<file path="src/rtl/des_pkg.sv">
// Shared definitions for the DES pipeline issue scheduler.
//   DES_LAT  : core latency from issue to result on the core output
//   MODE_ENC : core flag value for encryption
//   MODE_DEC : core flag value for decryption
//   state_t  : scheduler state (run / drain / switch)
//   tag_t    : per-block tracking tag {requester id, mode}
package des_pkg;

  localparam int unsigned DES_LAT = 16;

  localparam logic MODE_ENC = 1'b1;
  localparam logic MODE_DEC = 1'b0;

  typedef enum logic [1:0] {
    ST_RUN,
    ST_DRAIN,
    ST_SWITCH
  } state_t;

  typedef struct packed {
    logic id;
    logic mode;
  } tag_t;

endpackage

</file>
<file path="src/rtl/des_rr_arb.sv">
// Two-way round-robin arbiter.
//   clk   : clock
//   rst   : asynchronous active-low reset
//   req   : request vector, bit n = requester n
//   grant : one-hot grant (or zero when nothing is requested)
// The pointer names the requester with priority; it moves past the
// grantee only in cycles where a grant is actually given.
module des_rr_arb (
  input  logic       clk,
  input  logic       rst,
  input  logic [1:0] req,
  output logic [1:0] grant
);

  logic ptr;

  always_comb begin
    grant = '0;
    if (ptr == 1'b0) begin
      if (req[0])      grant = 2'b01;
      else if (req[1]) grant = 2'b10;
    end else begin
      if (req[1])      grant = 2'b10;
      else if (req[0]) grant = 2'b01;
    end
  end

  always_ff @(posedge clk or negedge rst) begin
    if (!rst) begin
      ptr <= 1'b0;
    end else if (|grant) begin
      // grantee 0 hands priority to 1 and vice versa
      ptr <= grant[0];
    end
  end

endmodule

</file>
<file path="src/rtl/des_pipe_sched.sv">
// Issue scheduler for a 16-stage pipelined DES core shared by two
// requesters. Mode changes are fenced: the pipeline drains, the flag
// toggles, and one cycle is left for the core to reload round keys.
//   clk, rst                 : clock, asynchronous active-low reset
//   reqN_valid/ready/mode/data : requester N handshake (mode 1 = encrypt)
//   core_flag, core_din      : mode flag and data block to the core
//   core_dout                : core result
//   resp_valid/id/mode/data  : tagged result, no backpressure
//   idle                     : pipeline empty and nothing issuing
module des_pipe_sched #(
  parameter int unsigned DES_LAT   = des_pkg::DES_LAT,
  parameter int unsigned MAX_BURST = 32
) (
  input  logic        clk,
  input  logic        rst,
  input  logic        req0_valid,
  output logic        req0_ready,
  input  logic        req0_mode,
  input  logic [63:0] req0_data,
  input  logic        req1_valid,
  output logic        req1_ready,
  input  logic        req1_mode,
  input  logic [63:0] req1_data,
  output logic        core_flag,
  output logic [63:0] core_din,
  input  logic [63:0] core_dout,
  output logic        resp_valid,
  output logic        resp_id,
  output logic        resp_mode,
  output logic [63:0] resp_data,
  output logic        idle
);

  import des_pkg::*;

  localparam int unsigned BW = $clog2(MAX_BURST + 1);
  // Stages that must be empty before the flag may toggle.
  localparam int unsigned FENCE = DES_LAT - 3;

  state_t              state;
  logic                cur_mode;
  logic [BW-1:0]       burst_cnt;
  logic [DES_LAT:1]    v;
  tag_t [DES_LAT:1]    tags;

  logic [1:0]          elig;
  logic [1:0]          arb_req;
  logic [1:0]          grant;
  logic                other;
  logic                sw_cond;
  logic                issue;
  logic                fence_clear;

  always_comb begin
    elig[0] = req0_valid && (req0_mode == cur_mode);
    elig[1] = req1_valid && (req1_mode == cur_mode);
    other   = (req0_valid && (req0_mode != cur_mode)) ||
              (req1_valid && (req1_mode != cur_mode));
    sw_cond = other && ((elig == 2'b00) || (burst_cnt == BW'(MAX_BURST)));
    // Only RUN issues, and never in the cycle that decides to switch.
    arb_req = (rst && (state == ST_RUN) && !sw_cond) ? elig : 2'b00;
  end

  des_rr_arb u_arb (
    .clk   (clk),
    .rst   (rst),
    .req   (arb_req),
    .grant (grant)
  );

  always_comb begin
    issue       = |grant;
    req0_ready  = grant[0];
    req1_ready  = grant[1];
    core_din    = '0;
    if (grant[0])      core_din = req0_data;
    else if (grant[1]) core_din = req1_data;
    core_flag   = cur_mode;
    fence_clear = ~|v[FENCE:1];
    resp_valid  = v[DES_LAT];
    resp_id     = v[DES_LAT] & tags[DES_LAT].id;
    resp_mode   = v[DES_LAT] & tags[DES_LAT].mode;
    resp_data   = v[DES_LAT] ? core_dout : '0;
    idle        = (state == ST_RUN) && !issue && ~|v;
  end

  // Valid/tag shift register mirrors the core pipeline position.
  always_ff @(posedge clk or negedge rst) begin
    if (!rst) begin
      v    <= '0;
      tags <= '0;
    end else begin
      v[1]         <= issue;
      tags[1].id   <= grant[1];
      tags[1].mode <= cur_mode;
      for (int unsigned k = 2; k <= DES_LAT; k++) begin
        v[k]    <= v[k-1];
        tags[k] <= tags[k-1];
      end
    end
  end

  always_ff @(posedge clk or negedge rst) begin
    if (!rst) begin
      state     <= ST_RUN;
      cur_mode  <= MODE_ENC;
      burst_cnt <= '0;
    end else begin
      case (state)
        ST_RUN: begin
          burst_cnt <= (issue && other) ? burst_cnt + 1'b1 : '0;
          if (sw_cond) state <= ST_DRAIN;
        end
        ST_DRAIN: begin
          if (fence_clear) begin
            cur_mode <= ~cur_mode;
            state    <= ST_SWITCH;
          end
        end
        ST_SWITCH: begin
          burst_cnt <= '0;
          state     <= ST_RUN;
        end
        default: state <= ST_RUN;
      endcase
    end
  end

endmodule
</file>
<file path="config.mk">
export PLATFORM = sky130hd
export DESIGN_NAME = des_pipe_sched
export DESIGN_NICKNAME = d
export VERILOG_FILES = /design/src/rtl/des_pkg.sv /design/src/rtl/des_rr_arb.sv /design/src/rtl/des_pipe_sched.sv
export SDC_FILE = /design/constraint.sdc
export NUM_CORES = 1
export LEC_CHECK = 0
export ABC_AREA = 1
export CORE_AREA = 4 4 126 128
export CTS_CLUSTER_SIZE = 14
export DETAILED_ROUTE_END_ITERATION = 10
export DIE_AREA = 0 0 130 132
export PLACE_DENSITY = 0.67
export SLEW_MARGIN = 15
export SYNTH_ARGS = -nofsm -noshare
export SYNTH_HDL_FRONTEND = slang
export SYNTH_SLANG_ARGS = --single-unit
</file>
<file path="constraint.sdc">
create_clock -name clk -period 5 [get_ports clk]
set_input_delay 0.75 -clock clk [delete_from_list [all_inputs] [get_ports clk]]
set_output_delay 0.75 -clock clk [all_outputs]
set_load 0.01 [all_outputs]
</file>
* Word-level counts from Yosys, hierarchy flattened
Cells that the tools add are included.
** Storage, ports and cells
- Output and inout port bits :: 135
- Input port bits :: 198
- Register bits after elaboration :: 58
** Operators by class
- Equality and inequality tests :: 9
- Bitwise gates (word level) :: 4
- Mux-type cells :: 14
- Reductions and logical operators :: 23
- $add $sub $neg :: 1
** Operators with widths (number)
- $mux 64 :: 3
- $reduce_or 16->1 :: 1
- $mux 2 :: 7
- $reduce_or 13->1 :: 1
- $pmux 6 s2 :: 1
- $logic_and 1x1->1 :: 10
- $add 6x1->6 const B :: 1
- $eq 6x6->1 const B :: 1
- $mux 6 :: 1
- $logic_not 2->1 :: 2
- $ne 2x2->1 const B :: 2
- $pmux 2 s2 :: 1
- $reduce_and 2->1 :: 2
- $logic_not 1->1 :: 3
- $and 1x1->1 :: 2
- $eq 1x1->1 :: 2
- $eq 2x1->1 const B :: 1
- $eq 2x2->1 const B :: 1
- $logic_or 1x1->1 :: 2
- $ne 1x1->1 :: 2
- $not 1->1 :: 2
- $reduce_bool 2->1 :: 1
- $reduce_or 2->1 :: 1
- $mux 1 :: 1

* Logic depth before layout (Yosys ltp)
- Depth in word-level cells :: 15
- Gate-level depth with buffers :: 10

* Hierarchy
From an unflattened synthesis, not the netlist that was laid out.
** Unflattened totals
- Cell total of the unflattened synthesis :: 504
- Area total of the unflattened synthesis :: 3343.2 um^2
** By module, submodules not included
- des_pipe_sched :: times used 1, area an instance 3279.4 um^2, sequential area each 1427.6 um^2, cells each 493
- des_rr_arb :: times used 1, area an instance 63.8 um^2, sequential area each 25.0 um^2, cells each 11

* Worst setup path after synthesis
No wires, ideal clock.
- Path type :: input-to-output
- From :: input req0_mode
- To :: output req1_ready
- Required time :: 4250 ps
- Path slack :: 2569 ps
- Stages on the path :: 10
- Arrival time :: 1681 ps
- Cell sequence :: inv_1 -> nand2_1 -> nand3_1 -> nand2_1 -> nand2_1 -> nand2_2 -> buf_6 -> buf_6 -> nand2_1 -> nor2_1
** Between the ends
- Word-level cells in the longest chain between the ends :: 11
** Ends and longest elaborated chain
- start, declared :: RTL line des_pipe_sched.sv:18 : input logic req0_mode,
- $eq 1x1->1 :: RTL line des_pipe_sched.sv:55 : elig[0] = req0_valid && (req0_mode == cur_mode);
- $logic_and 1x1->1 :: RTL line des_pipe_sched.sv:55
- $logic_not 2->1 :: RTL line des_pipe_sched.sv:59 : sw_cond = other && ((elig == 2'b00) || (burst_cnt == BW'(MAX_BURST)));
- $logic_or 1x1->1 :: RTL line des_pipe_sched.sv:59
- $logic_and 1x1->1 :: RTL line des_pipe_sched.sv:59
- $logic_not 1->1 :: RTL line des_pipe_sched.sv:61 : arb_req = (rst && (state == ST_RUN) && !sw_cond) ? elig : 2'b00;
- $logic_and 1x1->1 :: RTL line des_pipe_sched.sv:61
- $mux 2 * :: RTL line des_pipe_sched.sv:61
- $mux 2 :: RTL line des_rr_arb.sv:21 : else if (req[1]) grant = 2'b10;
- $mux 2 :: RTL line des_rr_arb.sv:20 : if (req[0]) grant = 2'b01;
- $mux 2 * :: RTL line des_rr_arb.sv:19 : if (ptr == 1'b0) begin
- end, declared :: RTL line des_pipe_sched.sv:21 : output logic req1_ready,
Every way passes the cells marked *; elsewhere a longest branch is shown, timed or not.

* Worst setup path after layout
- From :: input req1_mode
- To :: output core_din[12]
** Between the ends
- Word-level cells in the longest chain between the ends :: 13
** Ends and longest elaborated chain
- start, declared :: RTL line des_pipe_sched.sv:22 : input logic req1_mode,
- $eq 1x1->1 :: RTL line des_pipe_sched.sv:56 : elig[1] = req1_valid && (req1_mode == cur_mode);
- $logic_and 1x1->1 :: RTL line des_pipe_sched.sv:56
- $logic_not 2->1 :: RTL line des_pipe_sched.sv:59
- $logic_or 1x1->1 :: RTL line des_pipe_sched.sv:59
- $logic_and 1x1->1 :: RTL line des_pipe_sched.sv:59
- $logic_not 1->1 :: RTL line des_pipe_sched.sv:61
- $logic_and 1x1->1 :: RTL line des_pipe_sched.sv:61
- $mux 2 * :: RTL line des_pipe_sched.sv:61
- $mux 2 :: RTL line des_rr_arb.sv:21
- $mux 2 :: RTL line des_rr_arb.sv:20
- $mux 2 * :: RTL line des_rr_arb.sv:19
- $mux 64 :: RTL line des_pipe_sched.sv:77 : else if (grant[1]) core_din = req1_data;
- $mux 64 * :: RTL line des_pipe_sched.sv:76 : if (grant[0]) core_din = req0_data;
- end, declared :: RTL line des_pipe_sched.sv:25 : output logic [63:0] core_din,
Marks and branches as above.

==> flow_summary.ini <==
[run_status]
status = completed

[synthesis]
yosys.area.top_type = dfrtp_1
synth-compound-area-share_pct = 1.22
synth.area.mux_share_pct = 0
synth_area_leaders = dfrtp_1, nand4_1, nand2_1
synthAdderAreaFrac_pct = 0.678
synth_top_flop_cell = dfrtp_1
synth_top_family_by_area = simple AND/OR/NAND/NOR gates
synth_xor_area_share_pct = 0.950
synth_enable_flop_cells = 0
synth_area_um2 = 3690
async_flop_share_pct = 100
synth_area_per_cell_um2 = 7.11
synthSimpleGateAreaFrac_pct = 41.5
synth.top_cell.area_share_pct = 38.7
synth.distinct_cells = 23
synth.most_common_cell = nand2_1
netlist_instances = 519
seq_area_frac_synth_pct = 39.4
synth.cells.most_frequent = nand2_1, nand4_1, inv_1, dfrtp_1, buf_2
syn_nets = 719
yosys_warnings = 0
synth_seq_cells = 58

[layout]
syn2layout_area_growth_pct = 101
layoutNonFillerInstCount = 1018
nets = 1022
drive_above_1_share_pct = 3.87
fillers = 1434

[setup_path]
path_class = in -> out
max_stage_delay_ns = 0.57
cpMostUsedCell = nand2_1
cp-start-kind = input pin
critPathMaxFanout = 33
critPathBufInv = 5
crit_family = buffers and inverters
crit_slowest_cell = clkdlybuf4s50_1
worstPathCellList = clkdlybuf4s50_1 -> inv_1 -> nand2_1 -> nand2_1 -> nor2_1 -> nand2_1 -> inv_2 -> buf_12 -> nand4_1 -> nand2_1 -> clkdlybuf4s50_1
cp.arrival_ns = 3.27
cp.required_ns = 4.25
cp-end-kind = output port

[die]
rows = 45
die_x_um = 130
initial_utilization_pct = 24.8
dieHeight_um = 132
core-area_um2 = 14900
pin_count = 333
die_area_um2 = 17200

[global_route]
use_met2_pct = 31.5
grt-ovfl-total = 0
grt_max_degree = 133
gr-usage-met1_pct = 18.9
antenna_found_initial = 1
track_usage_pct = 17.8
met3_usage_pct = 6.81
grt_first_pass_wirelength_mm = 23.7
grt_pass1_vias = 4313
busiest_layer = met2

[routing]
via_count = 4733
firstDrtPassIters = 4
viasPerCell = 4.65
post_drt_wl_per_cell_um = 15.9
antenna_left = 0
post-route-drc-count = 0
wl_mm = 16.2
drt_iter0_drc = 199

[hold_path]
hold_class = reg -> reg

[power]
power_leakage_nw = 3.64
p_seq_share_pct = 26.2
p_comb_share_pct = 49.3
internal_power_mw = 1.62
p_sw_mw = 0.952
ir_worst_vdd_uv = 295
switching_share_pct = 37.0
power_per_cell_area_nw_per_um2 = 347
power.share.clock_pct = 24.5

[sta]
timing.setup.tns_ns = 0
fin_crit_sh_pct = 80.4
max-slew-margin-rel_pct = 54.8
finalCriticalPeriod_ns = 4.02
holdWs_ns = 0.343
fin_skew_ns = 0.00313
max_slew.worst_pin.slew_ns = 0.678
hold_violations = 0
slew_viol_final = 0
timing.fmax_mhz = 249
rsz0062_at_grt = false
setup_viol = 0

[clock_network]
post_cts_buffers = 0
cts_root_buffer = clkbuf_16
htree_num_levels = 3
cts_buffers = 9
cts.sinks = 58
path_clk_slew_ns = 0.05
tritoncts = built
clock_path_buffers = 2
cts_hold_buf = 0
postCtsResizedCells = 0
clkLatencyLatePin_ns = 0.32

[placed_design]
hpwl_mm = 13.0
placed_cells = 999
io_buffer_count = 332
place.gp.congestion = 0.868

[flow_run]
maxCapViolations = 0
## cells by family after synthesis
logic type	count (synthesis)
adders and majority gates	2
xor gates and xnor gates	4
AOI/OAI and AO/OA	9
buffers and inverters	133
and+or+nand+nor	313
DFF	58
## path summary, 6_finish.rpt
check	from	end	slack [ns]	depth (start not counted)
setup / recovery	req1_mode	core_din[12]	0.98	11
hold / removal	tags[29]$_DFF_PN0_	tags[31]$_DFF_PN0_	0.34	0
min in group asynchronous	rst	tags[2]$_DFF_PN0_	0.58	2
max in group asynchronous	rst	v[16]$_DFF_PN0_	3.93	2
hold reg to reg	tags[29]$_DFF_PN0_	tags[31]$_DFF_PN0_	0.34	0
setup reg to reg	core_flag$_DFFE_PN1P_	u_arb.ptr$_DFFE_PN0P_	2.80	9
## registers in the layout, summed over array words and instances, names as in the netlist
signal	count
core_flag	1
tags	32
burst_cnt	6
u_arb.ptr	1
state	2
v	16
## metrics by stage
stage | power [mW] | instance area (um^2) | utilization [%] | setup slack (ns)
2_1_floorplan | 1.34 | 3690 | - | 2.57
3_3_place_gp | 1.95 | 7080 | 47.6 | 1.01
3_5_place_dp | 1.96 | 7080 | 47.6 | 0.987
4_1_cts | 2.60 | 7400 | 49.8 | 0.976
5_1_grt | 2.74 | 7400 | 49.8 | 0.786
6_report | 2.57 | 7400 | 49.8 | 0.979
## worst reg2reg max path: cells and delay by family (launching register included)
kind	cells	cell delay, ns
simple gates	7	1.04
buf+inv	2	0.49
flops	1	0.60
## routing by layer
layer | vias to the layer above | share of wire [%]
met5 | - | 0
met4 | 0 | 4.6
met3 | 35 | 11
met2 | 261 | 49
met1 | 2110 | 35
li1 | 2327 | -
## placed cells by master, fill, tap and decap left out, drive strengths merged
cell	instances
a21oi	1
nand4	131
clkdlybuf4s50	331
clkbuf	15
inv	85
nor3	3
nor2	12
nand2	158
diode	3
bufinv	1
nand3b	1
and3	1
xor2	2
dfrtp	57
o21ai	8
dfstp	1
ha	2
xnor2	2
buf	9
nand3	7
## cell type report
class,instances,area (um^2),share of cell area (%)
multi-input combinational,328,1660,22.4
sequential,58,1450,19.6
clock inverter,1,30.0,0.406
clock buffer,15,288,3.89
timing repair buffer,340,3420,46.1
inverter,85,319,4.31
tap,188,235,3.18
antenna,3,7.51,0.101
## power by group through the flow
stage / combinational, mW / sequential (mW) / clock (mW)
CTS: 1.28 / 0.677 / 0.644
detailed placement: 1.27 / 0.683 / 0
global placement: 1.27 / 0.677 / 0
global route: 1.38 / 0.693 / 0.669
floorplan: 0.675 / 0.661 / 0
finish: 1.27 / 0.674 / 0.631
Power figures use the tool's default switching activity.
